[src/rtl/apu_wave_channel_if.sv]
`timescale 1ns/1ps
`default_nettype none
// ============================================================================
// Module      : apu_wave_channel_if
// Description : CPU-side register write bus for the APU wave channel.
//               master = bus decoder (drives), slave = channel (receives).
//   reg_wr_en  : one-cycle write strobe
//   reg_addr   : register select (0, 2, 3 decoded; 1 ignored)
//   reg_wdata  : write data
// Revision    : 1.0 - initial release
// ============================================================================
interface apu_wave_channel_if;
    logic       reg_wr_en;
    logic [1:0] reg_addr;
    logic [7:0] reg_wdata;

    modport master (
        output reg_wr_en,
        output reg_addr,
        output reg_wdata
    );

    modport slave (
        input reg_wr_en,
        input reg_addr,
        input reg_wdata
    );
endinterface
`default_nettype wire

[src/rtl/apu_wave_channel.sv]
`timescale 1ns/1ps
`default_nettype none
// ============================================================================
// Module      : apu_wave_channel
// Description : Stepped waveform generator (triangle or rising sawtooth),
//               gated by a linear counter and a length counter.
//   clk           : system clock (CPU rate)
//   reset         : synchronous, active-high
//   bus           : register write bus (slave modport)
//   qframe_tick_i : quarter-frame enable, clocks the linear counter
//   hframe_tick_i : half-frame enable, clocks the length counter
//   ch_enable_i   : channel enable; 0 holds the length counter at 0
//   wave_o        : current sample
//   active_o      : length counter is non-zero
// Revision    : 1.0 - initial release
// ============================================================================
module apu_wave_channel #(
    parameter int OUT_W   = 4,
    parameter int MODE    = 0,
    parameter int TIMER_W = 11
) (
    input  wire logic             clk,
    input  wire logic             reset,
    apu_wave_channel_if.slave     bus,
    input  wire logic             qframe_tick_i,
    input  wire logic             hframe_tick_i,
    input  wire logic             ch_enable_i,
    output logic [OUT_W-1:0]      wave_o,
    output logic                  active_o
);

    localparam int c_IDX_W = OUT_W + 1;

    logic [TIMER_W-1:0] period_q, period_d;
    logic [TIMER_W-1:0] timer_q,  timer_d;
    logic [c_IDX_W-1:0] idx_q,    idx_d;
    logic [6:0]         linear_q, linear_d;
    logic [7:0]         length_q, length_d;
    logic [6:0]         reload_q, reload_d;
    logic               control_q, control_d;
    logic               reload_flag_q, reload_flag_d;

    logic               w_wr0, w_wr2, w_wr3;
    logic               w_step_tick;
    logic               w_advance;
    logic [TIMER_W-1:0] w_period_wr2, w_period_wr3;

    function automatic logic [7:0] len_lookup(input logic [4:0] i);
        case (i)
            5'd0:  return 8'd10;   5'd1:  return 8'd254;
            5'd2:  return 8'd20;   5'd3:  return 8'd2;
            5'd4:  return 8'd40;   5'd5:  return 8'd4;
            5'd6:  return 8'd80;   5'd7:  return 8'd6;
            5'd8:  return 8'd160;  5'd9:  return 8'd8;
            5'd10: return 8'd60;   5'd11: return 8'd10;
            5'd12: return 8'd14;   5'd13: return 8'd12;
            5'd14: return 8'd26;   5'd15: return 8'd14;
            5'd16: return 8'd12;   5'd17: return 8'd16;
            5'd18: return 8'd24;   5'd19: return 8'd18;
            5'd20: return 8'd48;   5'd21: return 8'd20;
            5'd22: return 8'd96;   5'd23: return 8'd22;
            5'd24: return 8'd192;  5'd25: return 8'd24;
            5'd26: return 8'd72;   5'd27: return 8'd26;
            5'd28: return 8'd16;   5'd29: return 8'd28;
            5'd30: return 8'd32;   default: return 8'd30;
        endcase
    endfunction

    assign w_wr0 = bus.reg_wr_en && (bus.reg_addr == 2'd0);
    assign w_wr2 = bus.reg_wr_en && (bus.reg_addr == 2'd2);
    assign w_wr3 = bus.reg_wr_en && (bus.reg_addr == 2'd3);

    // Period low byte comes from reg 2, the remaining high bits from reg 3.
    generate
        if (TIMER_W > 8) begin : g_period_hi
            assign w_period_wr2 = {period_q[TIMER_W-1:8], bus.reg_wdata};
            assign w_period_wr3 = {bus.reg_wdata[TIMER_W-9:0], period_q[7:0]};
        end else begin : g_period_lo
            assign w_period_wr2 = bus.reg_wdata[TIMER_W-1:0];
            assign w_period_wr3 = period_q;
        end
    endgenerate

    assign w_step_tick = (timer_q == '0);
    // Periods below 2 are ultrasonic: the sequencer freezes on its current
    // value rather than aliasing.
    assign w_advance   = w_step_tick && (linear_q != 7'd0) && (length_q != 8'd0)
                         && (period_q > TIMER_W'(1));

    always_comb begin
        period_d      = period_q;
        timer_d       = timer_q;
        idx_d         = idx_q;
        linear_d      = linear_q;
        length_d      = length_q;
        reload_d      = reload_q;
        control_d     = control_q;
        reload_flag_d = reload_flag_q;

        if (w_wr0) begin
            control_d = bus.reg_wdata[7];
            reload_d  = bus.reg_wdata[6:0];
        end
        if (w_wr2) period_d = w_period_wr2;
        if (w_wr3) period_d = w_period_wr3;

        timer_d = w_step_tick ? period_q : timer_q - TIMER_W'(1);

        if (w_advance) idx_d = idx_q + c_IDX_W'(1);

        if (qframe_tick_i) begin
            if (reload_flag_q)          linear_d = reload_q;
            else if (linear_q != 7'd0)  linear_d = linear_q - 7'd1;
        end

        // A reg-3 write on a quarter-frame tick sets the flag after the tick
        // has consumed the old one.
        if (w_wr3)                           reload_flag_d = 1'b1;
        else if (qframe_tick_i && !control_q) reload_flag_d = 1'b0;

        // Load takes priority over a coincident half-frame decrement.
        if (!ch_enable_i)
            length_d = 8'd0;
        else if (w_wr3)
            length_d = len_lookup(bus.reg_wdata[7:3]);
        else if (hframe_tick_i && !control_q && (length_q != 8'd0))
            length_d = length_q - 8'd1;
    end

    always_ff @(posedge clk) begin
        if (reset) begin
            period_q      <= '0;
            timer_q       <= '0;
            idx_q         <= '0;
            linear_q      <= '0;
            length_q      <= '0;
            reload_q      <= '0;
            control_q     <= 1'b0;
            reload_flag_q <= 1'b0;
        end else begin
            period_q      <= period_d;
            timer_q       <= timer_d;
            idx_q         <= idx_d;
            linear_q      <= linear_d;
            length_q      <= length_d;
            reload_q      <= reload_d;
            control_q     <= control_d;
            reload_flag_q <= reload_flag_d;
        end
    end

    generate
        if (MODE == 0) begin : g_triangle
            // First half counts down (inverted index), second half counts up.
            assign wave_o = idx_q[OUT_W] ? idx_q[OUT_W-1:0] : ~idx_q[OUT_W-1:0];
        end else begin : g_sawtooth
            assign wave_o = idx_q[OUT_W:1];
        end
    endgenerate

    assign active_o = (length_q != 8'd0);

endmodule
`default_nettype wire
[src/flat_wrapper.sv]
// flat-port wrapper written by rule: the top's interface ports become plain ports
module apu_wave_channel_flat 
#(
    parameter int OUT_W   = 4,
    parameter int MODE    = 0,
    parameter int TIMER_W = 11
)
  (clk, reset, qframe_tick_i, hframe_tick_i, ch_enable_i, wave_o, active_o, bus_reg_wr_en, bus_reg_addr, bus_reg_wdata);
  apu_wave_channel_if bus_i ();
  input  wire logic clk;
  input  wire logic reset;
  input  wire logic qframe_tick_i;
  input  wire logic hframe_tick_i;
  input  wire logic ch_enable_i;
  output logic [OUT_W-1:0] wave_o;
  output logic active_o;
  input wire logic [$bits(bus_i.reg_wr_en)-1:0] bus_reg_wr_en;
  input wire logic [$bits(bus_i.reg_addr)-1:0] bus_reg_addr;
  input wire logic [$bits(bus_i.reg_wdata)-1:0] bus_reg_wdata;
  assign bus_i.reg_wr_en = bus_reg_wr_en;
  assign bus_i.reg_addr = bus_reg_addr;
  assign bus_i.reg_wdata = bus_reg_wdata;
  apu_wave_channel #(.OUT_W(OUT_W), .MODE(MODE), .TIMER_W(TIMER_W)) u_core (.clk(clk), .reset(reset), .bus(bus_i), .qframe_tick_i(qframe_tick_i), .hframe_tick_i(hframe_tick_i), .ch_enable_i(ch_enable_i), .wave_o(wave_o), .active_o(active_o));
endmodule
[config.mk]
export PLATFORM = sky130hd
export DESIGN_NAME = apu_wave_channel_flat
export DESIGN_NICKNAME = d
export VERILOG_FILES = /design/src/rtl/apu_wave_channel_if.sv /design/src/rtl/apu_wave_channel.sv /design/src/flat_wrapper.sv
export SDC_FILE = /design/constraint.sdc
export NUM_CORES = 1
export LEC_CHECK = 0
export ABC_AREA = 1
export CAP_MARGIN = 30
export CORE_MARGIN = 2
export CORE_UTILIZATION = 30
export CTS_CLUSTER_SIZE = 40
export DETAILED_ROUTE_END_ITERATION = 10
export GPL_ROUTABILITY_DRIVEN = 1
export PLACE_DENSITY = 0.5
export SETUP_SLACK_MARGIN = 0.15
export SLEW_MARGIN = 20
export SYNTH_ARGS = -nofsm -noshare
export SYNTH_HDL_FRONTEND = slang
export SYNTH_SLANG_ARGS = --single-unit
[constraint.sdc]
create_clock -name clk -period 3.1 [get_ports clk]
set_clock_uncertainty 0.1 [all_clocks]
set_input_delay 0.62 -clock clk [delete_from_list [all_inputs] [get_ports clk]]
set_output_delay 0.62 -clock clk [all_outputs]
set_load 0.02 [all_outputs]
==> flow_summary.toml <==
[worst_setup_path]
max_stage_delay_ns = 0.54
arrival_ns = 1.77
required_ns = 2.38
cp_slowest_cell = "clkdlybuf4s50_1"
cp_cell_sequence = "inv_1 -> ha_1 -> nand2_1 -> nor2_2 -> inv_2 -> clkdlybuf4s50_1"
critical-path-top-delay-family = "buffers and inverters"
crit_cells = 6
crit_buf_inv = 3
startpoint_type = "flop"
worstRegToRegCells = 9
cp-end-kind = "output pin"
path_class = "flop to output pin"
path_max_fanout = 3

[clock_tree]
cts.sinks = 51
clockBufferDepth = 2
cts_resized = 0
htree_levels = 2
cts_tree = "done"
clk_pin_slew_ns = 0.10
cts-buffers-inserted = 5
post_cts_buffers = 0
clkLatencyLatePin_ns = 0.30
hold_buffers = 0
cts.root.buffer_cell = "clkbuf_8"

[power_and_ir_drop]
power_frac_clock = 0.211
p_seq_frac = 0.350
power.switching_mw = 1.035
peakVddDrop_mv = 0.2506
p_sw_frac = 0.4023
power.internal_mw = 1.538
p_per_area_nw_per_um2 = 745.3
power_leakage_nw = 1.476
p_comb_frac = 0.439

[timing]
max_clock_freq_mhz = 402.2
final_max_slew_viol_count = 0
worst_slack_ns = 0.6134
tightestPinTransition_ns = 0.3931
finalSetupViolCount = 0
rsz0062_at_grt = "no"
tns_ns = 0
slew_headroom = 0.7373
finalCritPeriodShare = 0.8021
min_period_ns = 2.487
hold_viol = 0

[final_layout]
n_antenna_cell = 0
nNetsFinal = 480
post_route_cells_drive_above_1_share = 0.08628
stdcell_area_um2 = 3452
syn_to_final_growth_pct = 15.20
seq_area_um2 = 1021
fill_cells = 1074
fin_cells = 585
multiInputGateArea_um2 = 1740

[detailed_routing]
drtIter0Drc = 139
totalWireLength_um = 7010
first_pass_iters = 5
ant_nets = 0
vias = 2760
drc_errors = 0
route.detailed.wl_per_inst_um = 11.98
vias_per_cell = 4.718

[grt]
grt_first_pass_wirelength_um = 11990
grt_max_degree = 24
grtUsageTotal = 0.1321
grt.overflow.total = 0
antenna_found_initial = 0
grt_pass1_vias = 2565

[floorplan]
die_area_um2 = 10800
core_area_um2 = 9729
die_y_um = 103.9
die_w_um = 103.9
io_pins = 21
start_util = 0.3080
num_rows = 36

[logic_synthesis]
synth-main-ff-cell = "dfxtp_1"
synthMuxAreaShare = 0
synth_compound_area_frac = 0.1825
synth_area_leader_cell = "dfxtp_1"
yosysMostFrequentCell = "nor2_1"
yosys.area_share.simple = 0.3031
ys_top_cells_by_area = "dfxtp_1, nor2_1, nand2_1"
syn_area_per_cell_um2 = 6.889
synth_edf_count = 0
synth_adder_area_share = 0.05428
synth_cells = 435
async_flop_share = 0
ys_seq_area_frac = 0.3407
synth-xor-area-share = 0.04092
synth_nets = 464
synth_top_area_frac = 0.3407
syn_area_um2 = 2997
synthTopCellsByCount = "nor2_1, nand2_1, dfxtp_1"
yosysUniqueCellTypes = 32
yosys_warnings = 0
ys_ff_latch = 51
synth_top_family_by_area = "simple AND/OR/NAND/NOR gates"

[placement]
dp_hpwl_um = 5179
gp_congestion = 0.8398
dp_slack_ns = 0.4927
dp_cells = 577
io_buffers = 20
dpl_cell_area_um2 = 3319

[run_status]
status = "finished clean"

[hold_path]
min_path_cells = 1
holdCritPathClass = "flop to flop"

[flow_run]
drv_cap = 0
power groups by stage:
stage	Combinational, mW	Clock [mW]	Sequential, mW
6_report	1.13	0.544	0.900
3_5_place_dp	1.13	0	0.913
3_3_place_gp	1.13	0	0.912
2_1_floorplan	0.947	0	0.888
5_1_grt	1.29	0.582	0.919
4_1_cts	1.14	0.565	0.900
layer usage:
metal	up-vias	wire (um)	global-route usage
li1	1464	-	-
met1	1248	3720	0.1875
met2	42	3032	0.2058
met3	6	188	0.02068
met4	0	68	0.03958
met5	-	0	0
path summary, 6_finish.rpt:
path | start | endpoint | slack, ns
hold reg to reg | u_core.timer_q[0] | u_core.timer_q[0] | 0.36
setup reg to reg | u_core.timer_q[0] | u_core.idx_q[3] | 1.41
hold / removal | u_core.timer_q[0] | u_core.timer_q[0] | 0.36
setup / recovery | u_core.length_q[0] | active_o | 0.61
stage by stage:
stage	total power, mW	hold WS [ns]	utilization
6_report	2.573	0.3564	0.3548
5_1_grt	2.787	0.3633	0.3548
4_1_cts	2.601	0.3512	0.3548
3_5_place_dp	2.046	0.3329	0.3412
3_3_place_gp	2.042	0.3193	0.3412
2_1_floorplan	1.835	0.3065	-
layout make-up:
class,instances,share of cell area
Clock buffer,6,0.02102
Clock inverter,2,0.01740
Inverter,41,0.04458
Multi-Input combinational cell,327,0.5042
Sequential cell,51,0.2958
Tap cell,133,0.04821
Timing Repair Buffer,25,0.06887
layout by cell type (no fill, tap or decap):
cell / netlist / routed
clkdlybuf4s50_1: 0 / 20
or2_2: 3 / 3
clkbuf_8: 0 / 5
nor3_4: 1 / 1
a31oi_1: 5 / 5
nand3_1: 35 / 35
nor3_1: 4 / 4
nand2_2: 6 / 6
a21oi_1: 37 / 37
nor2_1: 65 / 65
o31ai_1: 1 / 1
nor2_4: 3 / 3
buf_4: 1 / 5
nand2_1: 63 / 63
xor2_1: 7 / 7
o211ai_1: 2 / 2
nand4_1: 2 / 2
nor2_8: 1 / 1
nand2_4: 3 / 3
o21ai_0: 40 / 40
ha_1: 13 / 13
nor2_2: 6 / 6
bufinv_16: 0 / 2
dfxtp_1: 51 / 51
o21ai_1: 17 / 17
o21a_1: 1 / 1
xnor2_1: 7 / 7
nand3b_1: 3 / 3
inv_2: 4 / 4
clkbuf_1: 4 / 1
inv_1: 37 / 37
o21bai_1: 2 / 2
worst register-to-register path, cell delays in order, from the launching register on:
cell and delay, ns:
dfxtp_1 0.33, inv_1 0.14, ha_1 0.19, nand2_2 0.07
nor2_4 0.12, nand2_4 0.18, nor2_8 0.21, nand2_1 0.12
nand2_1 0.09, a21oi_1 0.05
kinds of logic (layout without fill, tap and decap cells):
logic type,count (synthesis),in the layout
XOR/XNOR,14,14
buffers and inverters,57,74
AND/OR/NAND/NOR,195,195
AO/OA/AOI/OAI,105,105
flip-flops,51,51
adder cells (fa/ha/maj),13,13
registers in the layout, summed over array words and instances (netlist names):
register,cells
u_core.length_q,8
u_core.reload_flag_q,1
u_core.idx_q,5
u_core.period_q,11
u_core.reload_q,7
u_core.linear_q,7
u_core.control_q,1
u_core.timer_q,11
No activity file was read; power rests on OpenSTA's default activity.
==> RTL change 1 (same settings) <==
`TIMER_W` is set to 11 in 2 places; all go to 12.
--- a/src/rtl/apu_wave_channel.sv
+++ b/src/rtl/apu_wave_channel.sv
@@ -17,7 +17,7 @@
 module apu_wave_channel #(
     parameter int OUT_W   = 4,
     parameter int MODE    = 0,
-    parameter int TIMER_W = 11
+    parameter int TIMER_W = 12
 ) (
     input  wire logic             clk,
     input  wire logic             reset,
--- a/src/flat_wrapper.sv
+++ b/src/flat_wrapper.sv
@@ -3,7 +3,7 @@
 #(
     parameter int OUT_W   = 4,
     parameter int MODE    = 0,
-    parameter int TIMER_W = 11
+    parameter int TIMER_W = 12
 )
   (clk, reset, qframe_tick_i, hframe_tick_i, ch_enable_i, wave_o, active_o, bus_reg_wr_en, bus_reg_addr, bus_reg_wdata);
   apu_wave_channel_if bus_i ();
Function: changed (Yosys sat finds a counterexample within 10 cycles, from zero or initial values and one cycle with reset high).
==> RTL change 1 against the unedited design <==
- count of clock-buffer cells in the layout unchanged
- area after synthesis rose by 4.8%
- total power shrank 5.6%
- sequential share of layout area grew 0.40 points
- sequential cell count grew 2
- first-iteration DRC count fell by 2.2%
- critical path depth stayed put
- design area grew 2.5%
- wire length rose by 7.4%
- setup slack lost 65 ps
- critical endpoint unchanged
- largest cell class unchanged
==> RTL change 1: results (changes against the unedited design) <==
metric,value,unit,change
status,"finished, final reports clean",,unchanged
top flop regs,"u_core.period_q (12), u_core.timer_q (12), u_core.length_q (8)",,"was u_core.period_q (11), u_core.timer_q (11), u_core.length_q (8)"
most frequent cells after synthesis,"nand2_1 (72), nor2_1 (64), dfxtp_1 (53), o21ai_0 (53), inv_1 (44)",,"was nor2_1 (65), nand2_1 (63), dfxtp_1 (51)"
fin cells,608,,was 585
first-pass GRT wire length,12.9,mm,was 12.0 mm
crit-path max FO,6,,was 3
routability cong.,0.804,,was 0.840
cell leakage power,0.00148,uW,about the same
drt wl/cell,12.4,um,was 12.0 um
vias,2909,,"was 2,760"
GRT Total Usage,0.140,,was 0.132
TritonRoute pass-1 iters,5,,unchanged
layout cell share with drive strength beyond 1,0.0890,,was 0.0863
post-synthesis sequential area ratio,0.338,,was 0.341
hpwl dp,5.63,mm,was 5.18 mm
"Distinct cells, synth",35,,was 32
FF-to-FF Start,u_core.linear_q[0],,was u_core.timer_q[0]
largest net degree at the start of global routing,35,,was 24
post_cts resized,0,,unchanged
clock latency on the worst-skew pair,310,ps,
Synthesized Nets,485,,was 464
post-placement cell count,600,,was 577
synth top area cells,"dfxtp_1 (34%), nand2_1 (8.6%), o21ai_0 (8.4%), nor2_1 (7.6%), a21oi_1 (6.7%)",,"was dfxtp_1 (34%), nor2_1 (8.1%), nand2_1 (7.9%), o21ai_0 (6.7%), a21oi_1 (6.2%)"
CTS max path bufs,2,,unchanged
Initial DRC Count,136,,was 139
TritonCTS buffer count,5,,unchanged
HP Start,u_core.period_q[1],,was u_core.timer_q[0]
Worst Tran Pin Value,435,ps,was 393 ps
nets@finish,500,,was 480
vias in the first global route,2790,,"was 2,565"
post-synthesis average cell area,6.89,sq um,about the same
VDD IR max,0.000263,V,was 0.000251 V
Arrival @ worst endpoint,1830,ps,was 1770 ps
-- RTL change 1: cell types whose count changed after synthesis, moves of 3 or more --
cell,before,now
a21oi_1,37,42
buf_2,8,3
buf_6,1,5
inv_1,37,44
nand2_1,63,72
nand3_2,0,3
o21ai_0,40,53
o21ai_1,17,7
xor2_1,7,2
-- RTL change 1: worst max-delay path, stage by stage, from the launching register on --
cell             delay, ps
dfxtp_1                310
inv_1                  150
ha_1                   170
nand2_1                 50
nor2_1                 130
nand2_2                150
clkdlybuf4s50_1        570
-- RTL change 1: cells by family after synthesis --
family	Yosys count	share of synthesized area
flops	53	0.338
compound gates	114	0.192
xor+xnor	9	0.0251
fa+ha+maj	13	0.0518
simple gates	203	0.301
buf+inv	64	0.0924
-- RTL change 1: routing by layer --
| metal | share of wire | wire length, um | vias to the layer above | GRT usage |
|---|---|---|---|---|
| met4 | 0.0013 | 10 | 0 | 0.0338 |
| met2 | 0.47 | 3540 | 49 | 0.244 |
| met1 | 0.50 | 3770 | 1332 | 0.177 |
| met5 | 0 | 0 | - | 0 |
| met3 | 0.028 | 209 | 2 | 0.0264 |
| li1 | - | - | 1526 | - |
-- RTL change 1: report_power, final --
part           switching, uW  total [uW]  leakage [uW]  internal [uW]
Sequential               106         910      0.000434            804
Clock                    238         481     0.0000554            243
Combinational            657        1040      0.000992            382
-- RTL change 1: path summary, 6_finish.rpt --
| check | endpoint | slack [ps] | cells past startpoint |
|---|---|---|---|
| setup reg to reg | u_core.linear_q[3] | 1230 | 9 |
| setup / recovery | active_o | 550 | 6 |
| hold reg to reg | u_core.period_q[1] | 370 | 2 |
| hold / removal | u_core.period_q[1] | 370 | 2 |
-- RTL change 1: cell type report --
type,instances,area [sq um]
Fill cell,1108,6690
Inverter,49,184
Clock buffer,6,72.6
Clock inverter,2,38.8
Multi-Input combinational cell,339,1790
Timing Repair Buffer,23,223
Tap cell,136,170
Sequential cell,53,1060
-- RTL change 1: stage by stage --
step	hold WS [ps]	total power, uW	utilization	setup slack (ps)	instance area, sq um
finish	371	2430	0.346	548	3540
global route	408	2650	0.346	437	3540
CTS	377	2460	0.346	516	3540
detailed placement	361	1960	0.335	563	3430
global placement	358	1950	0.335	581	3430
floorplan	330	1750	-	1410	3140
==> RTL change 2 (config.mk and constraints unchanged) <==
Without the edit above. Make the reset (`reset`) asynchronous in one clocked block.
--- a/src/rtl/apu_wave_channel.sv
+++ b/src/rtl/apu_wave_channel.sv
@@ -127,7 +127,7 @@
             length_d = length_q - 8'd1;
     end
 
-    always_ff @(posedge clk) begin
+    always_ff @(posedge clk or posedge reset) begin
         if (reset) begin
             period_q      <= '0;
             timer_q       <= '0;
Function: differs if reset is asserted again (counterexample within 4 cycles, from zero or initial values and one cycle with reset high); with reset held inactive, the same outputs for 10 cycles.
==> RTL change 2 against the unedited design <==
- wire length grew 4.5%
- via count is 1.3% lower
- sequential power is 18% higher
- non-clock buffer count down 4
- design area is 6.3% higher
- sequential cell count unchanged
- synthesized cell count decreased by 3.2%
- area after synthesis up 6.4%
- total power up 5.3%
- setup slack got worse by 120 ps
- critical endpoint unchanged
==> RTL change 2: results (changes against the unedited design) <==
metric,value,unit,change
status,"finished, final reports clean",,unchanged
FF-to-FF Start,u_core.length_q[0],,was u_core.timer_q[0]
Synthesized Nets,450,,was 464
post-synthesis sequential area ratio,0.400,,was 0.341
cell leakage power,0.00174,uW,was 0.00148 uW
H-tree Lvls,2,,unchanged
Hold WS,381,ps,was 356 ps
met3 wire len,166,um,was 188 um
"Distinct cells, synth",36,,was 32
R2R Path End,u_core.length_q[6],,was u_core.idx_q[3]
wl on met1,3.78,mm,was 3.72 mm
layout cell share with drive strength beyond 1,0.0882,,was 0.0863
crit-path max FO,7,,was 3
GRT Total Usage,0.137,,was 0.132
top-count cell post-synth,nand2_1,,was nor2_1
R2R depth,7,,was 9
first-pass GRT wire length,12.6,mm,was 12.0 mm
Arrival @ worst endpoint,1880,ps,was 1770 ps
"Largest stage delay, worst path",620,ps,was 540 ps
most frequent cells after synthesis,"nand2_1 (119), dfrtp_1 (51), nand3_1 (43)",,"was nor2_1 (65), nand2_1 (63), dfxtp_1 (51)"
Hold Path Stages,1,,unchanged
routability cong.,0.880,,was 0.840
CP max stage cell,clkdlybuf4s50_1,,unchanged
Post-DP Area,3530,sq um,was 3320 sq um
Hold EP,u_core.timer_q[0],,unchanged
drt wl/cell,12.7,um,was 12.0 um
asr flop ratio synth,1.00,,was 0
TritonRoute pass-1 iters,4,,was 5
hpwl dp,5.37,mm,was 5.18 mm
met2 wire len,3.23,mm,was 3.03 mm
Initial DRC Count,127,,was 139
Worst Tran Pin Value,681,ps,was 393 ps
vias in the first global route,2662,,"was 2,565"
VDD IR max,0.000316,V,was 0.000251 V
HP Start,u_core.timer_q[0],,unchanged
largest net degree at the start of global routing,52,,was 24
[RTL change 2: cell families after synthesis]
group | count (synthesis) | synth area share
DFF | 51 | 0.400
xor gates and xnor gates | 15 | 0.0412
adders and majority gates | 13 | 0.0510
buffers and inverters | 48 | 0.0588
and+or+nand+nor | 239 | 0.353
AOI/OAI and AO/OA | 55 | 0.0957
[RTL change 2: where the power goes]
part / total [uW] / leakage [uW] / switching, uW / internal [uW]
logic: 1090 / 0.00103 / 658 / 427
registers: 1060 / 0.000643 / 194 / 869
clock network: 562 / 0.0000644 / 239 / 322
[RTL change 2: metal layers]
metal	up-vias	GRT usage
met1	1277	0.197
met4	0	0.0492
li1	1399	-
met3	13	0.0201
met5	-	0
met2	35	0.207
[RTL change 2: worst max path at each step]
| stage | from | end | slack, ps |
|---|---|---|---|
| floorplan | reset | u_core.control_q | 1150 |
| global placement | bus_reg_wdata[3] | u_core.length_q[3] | 690 |
| detailed placement | bus_reg_wdata[5] | u_core.length_q[1] | 690 |
| CTS | u_core.length_q[0] | active_o | 470 |
| global route | u_core.length_q[0] | active_o | 400 |
| finish | u_core.length_q[0] | active_o | 500 |
[RTL change 2: cell type report]
class / count / area [sq um]
Sequential cell: 51 / 1280
Fill cell: 1112 / 6660
Clock buffer: 5 / 68.8
Clock inverter: 3 / 67.6
Multi-Input combinational cell: 322 / 1730
Timing Repair Buffer: 21 / 208
Tap cell: 136 / 170
Inverter: 40 / 153
[RTL change 2: metrics by stage]
step | setup slack [ps] | instances | util
global route | 401 | 578 | 0.355
detailed placement | 686 | 570 | 0.342
CTS | 469 | 578 | 0.355
finish | 495 | 578 | 0.355
floorplan | 1150 | 421 | -
global placement | 687 | 570 | 0.342
